## config.mk

```make
export PLATFORM = sky130hd
export DESIGN_NAME = rotemp_host_reader_flat
export DESIGN_NICKNAME = d
export VERILOG_FILES = /design/src/rtl/rotemp_host_reader_if.sv /design/src/rtl/rotemp_host_reader.sv /design/src/flat_wrapper.sv
export SDC_FILE = /design/constraint.sdc
export NUM_CORES = 1
export LEC_CHECK = 0
export ABC_AREA = 1
export ABC_CLOCK_PERIOD_IN_PS = 1900
export BUFFER_PORTS_ARGS = -buffer_cell sky130_fd_sc_hd__buf_2
export CAP_MARGIN = 20
export CORE_ASPECT_RATIO = 1.2
export CORE_MARGIN = 2
export CORE_UTILIZATION = 40
export CTS_CLUSTER_DIAMETER = 30
export DETAILED_ROUTE_END_ITERATION = 8
export MAX_ROUTING_LAYER = met4
export PLACE_DENSITY_LB_ADDON = 0.15
export SLEW_MARGIN = 20
export SYNTH_ARGS = -nofsm -noshare
export SYNTH_HDL_FRONTEND = slang
export SYNTH_SLANG_ARGS = --single-unit
```

## constraint.sdc

```tcl
create_clock -name clk -period 1.9 [get_ports clk]
set_input_delay 0.38 -clock clk [delete_from_list [all_inputs] [get_ports clk]]
set_output_delay 0.38 -clock clk [all_outputs]
set_load 0.05 [all_outputs]
```

## src/rtl/rotemp_host_reader_if.sv

```systemverilog
// Host-side bundle for the ring-oscillator temperature sensor reader: command request,
// the two serial lines and the result/status strobes.
interface rotemp_host_reader_if #(
    parameter int NBYTES = 3
) ();
    logic                start;
    logic [7:0]          cmd;
    logic                ser_rx;
    logic                ser_tx;
    logic                busy;
    logic [8*NBYTES-1:0] result;
    logic                result_valid;
    logic                frame_err;
    logic                timeout_err;

    modport master (
        input  start, cmd, ser_rx,
        output ser_tx, busy, result, result_valid, frame_err, timeout_err
    );

    modport slave (
        output start, cmd, ser_rx,
        input  ser_tx, busy, result, result_valid, frame_err, timeout_err
    );
endinterface

```

## src/rtl/rotemp_host_reader.sv

```systemverilog
// Serial master for the temperature sensor: sends one 8N1 command byte, then collects an
// NBYTES little-endian response into a word, reporting success, framing error or timeout.
module rotemp_host_reader #(
    parameter int CLK_FREQ    = 10000,
    parameter int BAUD        = 1000,
    parameter int NBYTES      = 3,
    parameter int TIMEOUT_CYC = 2000
) (
    input  logic                   clk,
    input  logic                   rst_n,
    rotemp_host_reader_if.master   bus
);
    localparam int DIV   = CLK_FREQ / BAUD;
    localparam int CNT_W = $clog2(DIV);
    localparam int TMO_W = $clog2(TIMEOUT_CYC);
    localparam int IDX_W = $clog2(NBYTES + 1);
    localparam int RW    = 8 * NBYTES;

    typedef enum logic [2:0] {S_IDLE, S_SEND, S_WAIT, S_RECV, S_DONE} state_e;

    state_e             state_q, state_d;
    logic               tx_q, tx_d;
    logic [8:0]         tx_shift_q, tx_shift_d;
    logic [3:0]         bit_cnt_q, bit_cnt_d;
    logic [CNT_W-1:0]   div_cnt_q, div_cnt_d;
    logic [TMO_W-1:0]   tmo_cnt_q, tmo_cnt_d;
    logic [IDX_W-1:0]   idx_q, idx_d;
    logic [1:0]         rx_sync_q, rx_sync_d;
    logic               rx_prev_q, rx_prev_d;
    logic [7:0]         rx_shift_q, rx_shift_d;
    logic [RW-1:0]      shadow_q, shadow_d;
    logic [RW-1:0]      result_q, result_d;
    logic               busy_q, busy_d;
    logic               result_valid_q, result_valid_d;
    logic               frame_err_q, frame_err_d;
    logic               timeout_err_q, timeout_err_d;

    logic               rx_s;
    logic               rx_fall;
    logic [CNT_W-1:0]   sample_at;

    assign rx_s    = rx_sync_q[1];
    assign rx_fall = rx_prev_q & ~rx_s;

    // NOTE: every register, including the shadow word, has a reset value so a reset
    // mid-transaction leaves no stale partial result and the line idles high at once.
    always_ff @(posedge clk or negedge rst_n) begin
        if (!rst_n) begin
            state_q        <= S_IDLE;
            tx_q           <= 1'b1;
            tx_shift_q     <= '0;
            bit_cnt_q      <= '0;
            div_cnt_q      <= '0;
            tmo_cnt_q      <= '0;
            idx_q          <= '0;
            rx_sync_q      <= 2'b11;
            rx_prev_q      <= 1'b1;
            rx_shift_q     <= '0;
            shadow_q       <= '0;
            result_q       <= '0;
            busy_q         <= 1'b0;
            result_valid_q <= 1'b0;
            frame_err_q    <= 1'b0;
            timeout_err_q  <= 1'b0;
        end else begin
            // NOTE: state updates use non-blocking assignments so all flops sample together.
            state_q        <= state_d;
            tx_q           <= tx_d;
            tx_shift_q     <= tx_shift_d;
            bit_cnt_q      <= bit_cnt_d;
            div_cnt_q      <= div_cnt_d;
            tmo_cnt_q      <= tmo_cnt_d;
            idx_q          <= idx_d;
            rx_sync_q      <= rx_sync_d;
            rx_prev_q      <= rx_prev_d;
            rx_shift_q     <= rx_shift_d;
            shadow_q       <= shadow_d;
            result_q       <= result_d;
            busy_q         <= busy_d;
            result_valid_q <= result_valid_d;
            frame_err_q    <= frame_err_d;
            timeout_err_q  <= timeout_err_d;
        end
    end

    always_comb begin
        // NOTE: defaults first so no path through the case leaves a signal unassigned (no latches).
        state_d        = state_q;
        tx_d           = tx_q;
        tx_shift_d     = tx_shift_q;
        bit_cnt_d      = bit_cnt_q;
        div_cnt_d      = div_cnt_q;
        tmo_cnt_d      = tmo_cnt_q;
        idx_d          = idx_q;
        rx_sync_d      = {rx_sync_q[0], bus.ser_rx};
        rx_prev_d      = rx_s;
        rx_shift_d     = rx_shift_q;
        shadow_d       = shadow_q;
        result_d       = result_q;
        busy_d         = busy_q;
        result_valid_d = 1'b0;
        frame_err_d    = 1'b0;
        timeout_err_d  = 1'b0;
        // First sample lands mid start bit, later ones a full bit apart.
        sample_at      = (bit_cnt_q == 4'd0) ? CNT_W'(DIV / 2 - 1) : CNT_W'(DIV - 1);

        case (state_q)
            S_IDLE: begin
                if (bus.start) begin
                    state_d    = S_SEND;
                    tx_d       = 1'b0;
                    tx_shift_d = {1'b1, bus.cmd};
                    bit_cnt_d  = '0;
                    div_cnt_d  = '0;
                    shadow_d   = '0;
                    busy_d     = 1'b1;
                end
            end
            S_SEND: begin
                if (div_cnt_q == CNT_W'(DIV - 1)) begin
                    div_cnt_d = '0;
                    if (bit_cnt_q == 4'd9) begin
                        tx_d      = 1'b1;
                        state_d   = S_WAIT;
                        idx_d     = '0;
                        tmo_cnt_d = '0;
                    end else begin
                        tx_d       = tx_shift_q[0];
                        tx_shift_d = {1'b1, tx_shift_q[8:1]};
                        bit_cnt_d  = bit_cnt_q + 4'd1;
                    end
                end else begin
                    div_cnt_d = div_cnt_q + CNT_W'(1);
                end
            end
            S_WAIT: begin
                if (rx_fall) begin
                    state_d   = S_RECV;
                    tmo_cnt_d = '0;
                    div_cnt_d = '0;
                    bit_cnt_d = '0;
                end else if (tmo_cnt_q == TMO_W'(TIMEOUT_CYC - 1)) begin
                    timeout_err_d = 1'b1;
                    busy_d        = 1'b0;
                    state_d       = S_IDLE;
                end else begin
                    tmo_cnt_d = tmo_cnt_q + TMO_W'(1);
                end
            end
            S_RECV: begin
                if (div_cnt_q == sample_at) begin
                    div_cnt_d = '0;
                    bit_cnt_d = bit_cnt_q + 4'd1;
                    if (bit_cnt_q == 4'd0) begin
                        if (rx_s) begin
                            frame_err_d = 1'b1;
                            state_d     = S_WAIT;
                        end
                    end else if (bit_cnt_q == 4'd9) begin
                        if (rx_s) begin
                            shadow_d[8*idx_q +: 8] = rx_shift_q;
                            idx_d   = idx_q + IDX_W'(1);
                            state_d = (idx_q == IDX_W'(NBYTES - 1)) ? S_DONE : S_WAIT;
                        end else begin
                            frame_err_d = 1'b1;
                            busy_d      = 1'b0;
                            state_d     = S_IDLE;
                        end
                    end else begin
                        rx_shift_d = {rx_s, rx_shift_q[7:1]};
                    end
                end else begin
                    div_cnt_d = div_cnt_q + CNT_W'(1);
                end
            end
            S_DONE: begin
                result_d       = shadow_q;
                result_valid_d = 1'b1;
                busy_d         = 1'b0;
                state_d        = S_IDLE;
            end
            default: state_d = S_IDLE;
        endcase
    end

    assign bus.ser_tx       = tx_q;
    assign bus.busy         = busy_q;
    assign bus.result       = result_q;
    assign bus.result_valid = result_valid_q;
    assign bus.frame_err    = frame_err_q;
    assign bus.timeout_err  = timeout_err_q;
endmodule

```

## src/flat_wrapper.sv

```systemverilog
// flat-port wrapper written by rule: the top's interface ports become plain ports
module rotemp_host_reader_flat 
#(
    parameter int CLK_FREQ    = 10000,
    parameter int BAUD        = 1000,
    parameter int NBYTES      = 3,
    parameter int TIMEOUT_CYC = 2000
)
  (clk, rst_n, bus_start, bus_cmd, bus_ser_rx, bus_ser_tx, bus_busy, bus_result, bus_result_valid, bus_frame_err, bus_timeout_err);
  rotemp_host_reader_if #(.NBYTES(NBYTES)) bus_i ();
  input  logic clk;
  input  logic rst_n;
  input wire logic [$bits(bus_i.start)-1:0] bus_start;
  input wire logic [$bits(bus_i.cmd)-1:0] bus_cmd;
  input wire logic [$bits(bus_i.ser_rx)-1:0] bus_ser_rx;
  output wire logic [$bits(bus_i.ser_tx)-1:0] bus_ser_tx;
  output wire logic [$bits(bus_i.busy)-1:0] bus_busy;
  output wire logic [$bits(bus_i.result)-1:0] bus_result;
  output wire logic [$bits(bus_i.result_valid)-1:0] bus_result_valid;
  output wire logic [$bits(bus_i.frame_err)-1:0] bus_frame_err;
  output wire logic [$bits(bus_i.timeout_err)-1:0] bus_timeout_err;
  assign bus_i.start = bus_start;
  assign bus_i.cmd = bus_cmd;
  assign bus_i.ser_rx = bus_ser_rx;
  assign bus_ser_tx = bus_i.ser_tx;
  assign bus_busy = bus_i.busy;
  assign bus_result = bus_i.result;
  assign bus_result_valid = bus_i.result_valid;
  assign bus_frame_err = bus_i.frame_err;
  assign bus_timeout_err = bus_i.timeout_err;
  rotemp_host_reader #(.CLK_FREQ(CLK_FREQ), .BAUD(BAUD), .NBYTES(NBYTES), .TIMEOUT_CYC(TIMEOUT_CYC)) u_core (.clk(clk), .rst_n(rst_n), .bus(bus_i));
endmodule
```

==> results of run 1 <==
## sequential cells by signal (all words and copies together) (netlist names)
name / count
u_core.rx_shift_q: 8
u_core.idx_q: 2
u_core.tmo_cnt_q: 11
u_core.bus.busy: 1
u_core.tx_shift_q: 9
u_core.bus.result: 24
u_core.rx_sync_q: 2
u_core.state_q: 3
u_core.bus.frame_err: 1
u_core.rx_prev_q: 1
u_core.shadow_q: 24
u_core.bit_cnt_q: 4
u_core.bus.timeout_err: 1
u_core.div_cnt_q: 4
u_core.bus.ser_tx: 1
u_core.bus.result_valid: 1
## layer usage
layer	track usage, %	vias up
met5	-	-
li1	-	2031
met1	22.8	1858
met2	30.3	73
met3	2.25	13
met4	6.68	0
## area by class of cell
class / instances / area, µm² / area share (%)
inverters: 49 / 186 / 3.27
clock inverters: 5 / 85.1 / 1.49
multi-input cells: 425 / 2140 / 37.5
clock buffers: 11 / 243 / 4.25
flip-flops and latches: 97 / 2430 / 42.6
repair buffers: 65 / 418 / 7.32
well taps: 161 / 201 / 3.53
## path summary, 6_finish.rpt
check | slack [ps] | depth (start not counted) | startpoint | endpoint
worst max-delay path | 160 | 10 | u_core.bit_cnt_q[0]$_DFFE_PN0P_ | u_core.state_q[1]$_DFFE_PN0P_
worst min-delay path | 130 | 1 | bus_ser_rx | u_core.rx_sync_q[0]$_DFF_PN1_
worst max register to register | 160 | 10 | u_core.bit_cnt_q[0]$_DFFE_PN0P_ | u_core.state_q[1]$_DFFE_PN0P_
worst min register to register | 360 | 0 | u_core.rx_sync_q[0]$_DFF_PN1_ | u_core.rx_sync_q[1]$_DFF_PN1_
max in group asynchronous | 860 | 3 | rst_n | u_core.rx_sync_q[1]$_DFF_PN1_
min in group asynchronous | 430 | 2 | rst_n | u_core.bus.result[10]$_DFFE_PN0P_
## kinds of logic (layout without fill, tap and decap cells)
logic type      count (synthesis)  count (layout)  synth area share (%)
simple gates                  362             362                  34.9
compound gates                 52              52                  5.79
fa+ha+maj                       9               9                  2.33
xor+xnor                        2               2                 0.362
buf+inv                        68             130                  6.43
flops                          97              97                  50.2
## worst max-delay path: cells and delay by family (launching register included)
family / cells / cell delay, ps
adders and majority gates: 1 / 150
buffers and inverters: 2 / 350
DFF: 1 / 380
and+or+nand+nor: 7 / 760
## cell usage after synthesis (2+ instances only)
cell type,n,area [µm²]
sky130_fd_sc_hd__nand3_2,7,70.1
sky130_fd_sc_hd__nor3_1,4,20.0
sky130_fd_sc_hd__inv_1,42,158
sky130_fd_sc_hd__dfrtp_1,93,2330
sky130_fd_sc_hd__nand3_1,31,155
sky130_fd_sc_hd__nand4_4,3,63.8
sky130_fd_sc_hd__ha_1,9,113
sky130_fd_sc_hd__buf_6,5,56.3
sky130_fd_sc_hd__o21ai_0,11,55.1
sky130_fd_sc_hd__nor2_4,2,22.5
sky130_fd_sc_hd__a21oi_1,8,40.0
sky130_fd_sc_hd__o211ai_1,6,45.0
sky130_fd_sc_hd__buf_2,7,35.0
sky130_fd_sc_hd__clkbuf_1,5,18.8
sky130_fd_sc_hd__nand4_1,35,219
sky130_fd_sc_hd__dfstp_2,4,105
sky130_fd_sc_hd__a31oi_1,2,12.5
sky130_fd_sc_hd__nor2_2,7,43.8
sky130_fd_sc_hd__nor2_1,50,188
sky130_fd_sc_hd__nand2_1,210,788
sky130_fd_sc_hd__buf_4,2,15.0
sky130_fd_sc_hd__nand2_4,3,33.8
sky130_fd_sc_hd__or2_0,3,18.8
sky130_fd_sc_hd__xor2_1,2,17.5
sky130_fd_sc_hd__o21ai_1,24,120
sky130_fd_sc_hd__inv_2,6,22.5
## what timing repair did
action                                  4_1_cts  5_1_grt
hold endpoints to repair                     13        0
setup buffers                                 0        4
gates resized for setup                       0       10
endpoints found under the setup margin        0       49
hold buffers                                  1        0
## power by group
part	internal (µW)	switching [µW]	total, µW	leakage (µW)
combinational	861	1800	2670	0.00145
clock	1200	786	1990	0.000157
sequential	2320	210	2530	0.00130
## stage by stage
step	util, %	area [µm²]	setup WS [ps]	TNS (ps)	power, µW
after CTS	47.2	5640	92.2	0	7150
after global placement	44.4	5300	98.6	0	5090
after floorplan	-	4840	260	0	4500
after detailed placement	44.4	5300	106	0	5130
after global routing	47.8	5710	-26.6	-74.9	7760
final	47.8	5710	156	0	7180
==> out/metrics.sh, run 1 <==
FINAL_PERIOD_MINUS_WORST_SETUP_SLACK_PS=1740
INITIAL_UTILIZATION_PCT=40.5
LAYOUT-AREA-OVERHEAD-VS-SYNTH_PCT=17.9
NUMCTSBUFFERS=9
DIE_AR_UM2=13000
DETAIL_ROUTE.WL_PER_CELL_UM=13.3
HPWL_UM=7780
HOLD_SLACK_PS=131
ASYNCSETRESETFLOPFRACSYNTH_PCT=100
SLOWEST_STAGE='sky130_fd_sc_hd__dfrtp_1'
DETAIL_ROUTE.WIRELENGTH_UM=10800
ACTUAL_SLEW_AT_THE_WORST_MAX_SLEW_PIN_PS=708
NUMPLACEDINSTANCES=792
CRITICAL_PATH.CELL_CHAIN='buf_4 > ha_1 > nand3_2 > buf_4 > nand3_1 > nand2_1 > nor2_1 > nand3_1 > nand2_1 > nand2_1'
MET3ROUTEDLENGTH_UM=331
SYN-MEAN-INSTANCE-AREA_UM2=8.21
CRIT_TOP_CELL='sky130_fd_sc_hd__nand2_1'
GROUTE.USAGE.OVERALL_PCT=18.2
SHARE_OF_POST_ROUTE_CELLS_WITH_DRIVE_STRENGTH_ABOVE_1_PCT=18.4
MET2_WIRELENGTH_UM=5370
CLOCKBUFFERDEPTH=2
IO_PINS=41
SLEW_HEADROOM_PCT=52.8
POWER_DENSITY_nW_PER_UM2=1260
IO_BUFFERS=40
DIE_H_UM=125
MOSTFREQUENTLAYOUTCELL='sky130_fd_sc_hd__nand2_1'
CLK-INSERTION-DELAY-LATE_PS=340
YS_DOMINANT_REG_CELL='sky130_fd_sc_hd__dfrtp_1'
SLOWEST_DELAY_PS=380
WORST-ENDPOINT-ARRIVAL_PS=1970
MAX_CAP_VIOL_COUNT=0
REGISTER_AREA_SHARE_AFTER_SYNTHESIS_PCT=50.2
LAYOUT.CELLS.NON_FILLER=813
CTS_MAX_LEVEL=3
DIEWIDTH_UM=104
CTS_TREE='yes'
LEAKAGE_uW=0.00291
DRT-PASS1-ITER-COUNT=4
DESIGN.CORE.AREA_UM2=11900
SYNTH_FP_NETS=611
TRITONCTS_NUM_SINKS=97
DR.FIRST_ITER.DRC_COUNT=192
POST-ROUTE-DRC-COUNT=0
ANTENNA_CELLS=0
FILLCELLCOUNT=1162
CRITICAL_PATH_PEAK_FANOUT=5
TIMING.CRITICAL_PATH.TO_TYPE='flip-flop'
TIMING_WORST_SETUP_PATH_TYPE='flip-flop to flip-flop'
MAX_FREQ_MHz=573
YS_FF_LATCH=97
FINAL_HOLD_VIOL_COUNT=0
CLOCK_SKEW_PS=6.28
SYNTH.YOSYS.WARNINGS=0
WIRE_LENGTH_OF_THE_FIRST_GLOBAL_ROUTING_PASS_UM=18700
ROUTE.DETAILED.VIAS_PER_INST=4.89
CTS-ROOT-BUF='sky130_fd_sc_hd__clkbuf_16'
GRT_ANTENNA_BEFORE_REPAIR=0
NUMBER_OF_ENABLE_FLIP_FLOP_CELLS_AFTER_SYNTHESIS=0
GRT_MAX_DEGREE=45
FINALWEIGHTEDCONGESTION=0.894
LAYOUT_COMMON_CELLS='sky130_fd_sc_hd__nand2_1 (210), sky130_fd_sc_hd__dfrtp_1 (92), sky130_fd_sc_hd__nor2_1 (49)'
FINAL_SETUP_VIOLS=0
DETAILROUTE.VIA_COUNT=3975
PERIOD_SHARE_PCT=91.8
RUN_STATUS='finished clean'
SYNTHESIS.AREA_UM2=4840
FINAL_MAX_SLEW_VIOLATION_COUNT=0
M1WIRELENGTH_UM=4910
STARTPOINT_TYPE='flip-flop'
CLKTRANSATPATHREGS_PS=60
GRT.OVERFLOW.TOTAL=0
TIMING.HOLD.WORST.CLASS='input pin to flip-flop'
ANTENNA_LEFT=0
REQUIRED_PS=2130
FIRST_GLOBAL_VIAS=3871
ROUTED.TOP_LAYER='met4'
CORE.ROWCOUNT=44
SYNTHESIS.INSTANCES=590
SYNTHDISTINCTLIBCELLS=35
PEAKVDDDROP_uV=720
NNETSFINAL=668
Power figures use the tool's default switching activity.
==> inputs of run 2 (changes only) <==
--- a/config.mk
+++ b/config.mk
@@ -10,7 +10,7 @@
 export BUFFER_PORTS_ARGS = -buffer_cell sky130_fd_sc_hd__buf_2
 export CAP_MARGIN = 20
 export CORE_ASPECT_RATIO = 1.2
-export CORE_MARGIN = 2
+export CORE_MARGIN = 4
 export CORE_UTILIZATION = 40
 export CTS_CLUSTER_DIAMETER = 30
 export DETAILED_ROUTE_END_ITERATION = 8
==> out/metrics.sh, run 2 (synthesized netlist as in run 1, its figures left out) <==
PERIOD_SHARE_PCT=90.6  # -1.2 points
PEAKVDDDROP_uV=638  # -11%
DR.FIRST_ITER.DRC_COUNT=221  # +15%
SHARE_OF_POST_ROUTE_CELLS_WITH_DRIVE_STRENGTH_ABOVE_1_PCT=18.0  # -0.40 points
LAYOUT.CELLS.NON_FILLER=807  # -0.74%
CLKTRANSATPATHREGS_PS=70  # about the same
FINAL_HOLD_VIOL_COUNT=0  # unchanged
POST-ROUTE-DRC-COUNT=0  # unchanged
CLK-INSERTION-DELAY-LATE_PS=350  # about the same
CORE.ROWCOUNT=43  # -2.3%
NUMCTSBUFFERS=9  # unchanged
REGTOREGSETUPSLACK_PS=180  # +20 ps
DETAIL_ROUTE.WL_PER_CELL_UM=13.0  # -2.3%
DESIGN.CORE.AREA_UM2=11700  # -1.8%
WIRE_LENGTH_OF_THE_FIRST_GLOBAL_ROUTING_PASS_UM=18000  # -3.8%
INITIAL_UTILIZATION_PCT=41.3  # +0.75 points
RUN_STATUS='finished clean'
DRT-PASS1-ITER-COUNT=5  # +1
GRT_MAX_DEGREE=54  # +20%
REQUIRED_PS=2180  # +50 ps
GLOBALROUTEMET1UTIL_PCT=19.6  # -3.2 points
NNETSFINAL=666  # -0.30%
GLOBAL_ROUTE.PEAK_USAGE_LAYER='met2'
ANTENNA_CELLS=0  # unchanged
DETAILROUTE.VIA_COUNT=3986  # +0.28%
DETAIL_ROUTE.WIRELENGTH_UM=10500  # -3.0%
CLOCKBUFFERDEPTH=2  # unchanged
ANTENNA_LEFT=0  # unchanged
GRT.MET2_USAGE_PCT=27.7  # -2.7 points
MAX_CAP_VIOL_COUNT=0  # unchanged
CRIT_TOP_CELL='sky130_fd_sc_hd__buf_4'
LAYOUT_COMMON_CELLS='sky130_fd_sc_hd__nand2_1 (210), sky130_fd_sc_hd__dfrtp_1 (92), sky130_fd_sc_hd__nor2_1 (50)'
FINAL_MAX_SLEW_VIOLATION_COUNT=0  # unchanged
MOSTFREQUENTLAYOUTCELL='sky130_fd_sc_hd__nand2_1'
STARTPOINT_TYPE='flip-flop'
SETUP-TNS-FINAL_PS=0  # unchanged
FINAL_CELL_AREA_UM2=5630  # -1.4%
TIMING.CRITICAL_PATH.TO_TYPE='flip-flop'
IO_BUFFERS=40  # unchanged
CRITICAL_PATH_PEAK_FANOUT=17  # +12
CRITICAL_PATH.CELL_CHAIN='buf_4 > ha_1 > nand3_1 > buf_4 > nor2_2 > nor2_4 > o211ai_1 > o21ai_1'
PRE_CTS_SLACK_PS=130  # +23.6 ps
FINAL_PERIOD_MINUS_WORST_SETUP_SLACK_PS=1720  # -22.1 ps
USE_MET3_PCT=3.66  # +1.4 points
POWER_DENSITY_nW_PER_UM2=1230  # -2.5%
GRT_SETUP_UNREPAIRED='no'
NUMPLACEDINSTANCES=786  # -0.76%
GROUTE.USAGE.OVERALL_PCT=16.7  # -1.5 points
CTS_MAX_LEVEL=3  # unchanged
FINAL_WORST_SLACK_PS=178  # +22.1 ps
FIRST_GLOBAL_VIAS=3880  # +0.23%
TIMING.HOLD.WORST.CLASS='input pin to flip-flop'
CTS_TREE='yes'
ROUTE.DETAILED.VIAS_PER_INST=4.94  # +1.0%
DIEWIDTH_UM=108  # +3.8%
CTS-ROOT-BUF='sky130_fd_sc_hd__clkbuf_16'
CLOCK_SKEW_PS=6.87  # +0.585 ps
DIE_AR_UM2=13900  # +7.2%
GRT_ANTENNA_BEFORE_REPAIR=0  # unchanged
POSTLAYOUTCOREUTIL_PCT=48.0  # +0.18 points
FINAL_SETUP_VIOLS=0  # unchanged
IO_PINS=41  # unchanged
FINALWEIGHTEDCONGESTION=0.845  # -5.4%
TRITONCTS_NUM_SINKS=97  # unchanged
SLOWEST_DELAY_PS=380  # about the same
ACTUAL_SLEW_AT_THE_WORST_MAX_SLEW_PIN_PS=695  # -12.8 ps
WORST-ENDPOINT-ARRIVAL_PS=2000  # +30 ps
DIE_H_UM=129  # +3.2%
MAX_FREQ_MHz=581  # +1.3%
DPL_CELL_AREA_UM2=5280  # -0.45%
GRT.OVERFLOW.TOTAL=0  # unchanged
TIMING_WORST_SETUP_PATH_TYPE='flip-flop to flip-flop'
LAYOUT-AREA-OVERHEAD-VS-SYNTH_PCT=16.2
SLEW_HEADROOM_PCT=53.6  # +0.85 points
LEAKAGE_uW=0.00288  # -1.1%
HPWL_UM=7590  # -2.5%
SLOWEST_STAGE='sky130_fd_sc_hd__dfrtp_1'
run 2: changes by cell type in the layout (fill, tap and decap cells not counted), sizes merged:
cell    change
clkinv      +2
clkbuf      -2
bufinv      -2
buf         -2
inv         +2
run 2: report_power, final:
group / total (µW) / switching (µW) / internal, µW
logic: 2610 / 1760 / 847
registers: 2520 / 199 / 2320
clock network: 1780 / 861 / 916
run 2: final timing paths:
path,start,end,depth (start not counted)
hold / removal,bus_ser_rx,u_core.rx_sync_q[0]$_DFF_PN1_,1
setup / recovery,u_core.bit_cnt_q[0]$_DFFE_PN0P_,u_core.tx_shift_q[2]$_DFFE_PN0P_,8
max in group asynchronous,rst_n,u_core.bus.ser_tx$_DFFE_PN1P_,3
setup reg to reg,u_core.bit_cnt_q[0]$_DFFE_PN0P_,u_core.tx_shift_q[2]$_DFFE_PN0P_,8
min in group asynchronous,rst_n,u_core.bus.result[8]$_DFFE_PN0P_,2
hold reg to reg,u_core.rx_sync_q[0]$_DFF_PN1_,u_core.rx_sync_q[1]$_DFF_PN1_,0
run 2: through the flow:
stage	power, µW	hold slack (ps)
3_3_place_gp	5020	302
3_5_place_dp	5070	307
4_1_cts	6880	109
5_1_grt	7400	116
2_1_floorplan	4500	84.4
6_report	6910	122
run 2: area by class of cell:
type	instances	area, µm²
Inverter	49	186
Fill cell	1220	6100
Tap cell	157	196
Multi-Input combinational cell	425	2120
Clock buffer	9	225
Timing Repair Buffer	63	403
Sequential cell	97	2430
Clock inverter	7	62.6
run 2: layer usage:
metal,wire length [µm],share of wire [%]
met4,257,2.4
met1,4630,44
met5,0,0
met3,368,3.5
met2,5240,50
run 2: timing repair:
| action | 4_1_cts | 5_1_grt |
|---|---|---|
| gates resized for setup | 0 | 7 |
| setup endpoints to repair | 0 | 47 |
| endpoints found under the hold margin | 23 | 0 |
| setup buffers | 0 | 4 |
| hold buffers | 1 | 0 |
run 2: worst max-delay path: cells and delay by family, from the launching register on:
kind / cells / cell delay [ps]
adder cells (fa/ha/maj): 1 / 190
buffers and inverters: 2 / 320
AO/OA/AOI/OAI: 2 / 260
AND/OR/NAND/NOR: 3 / 500
flip-flops: 1 / 380
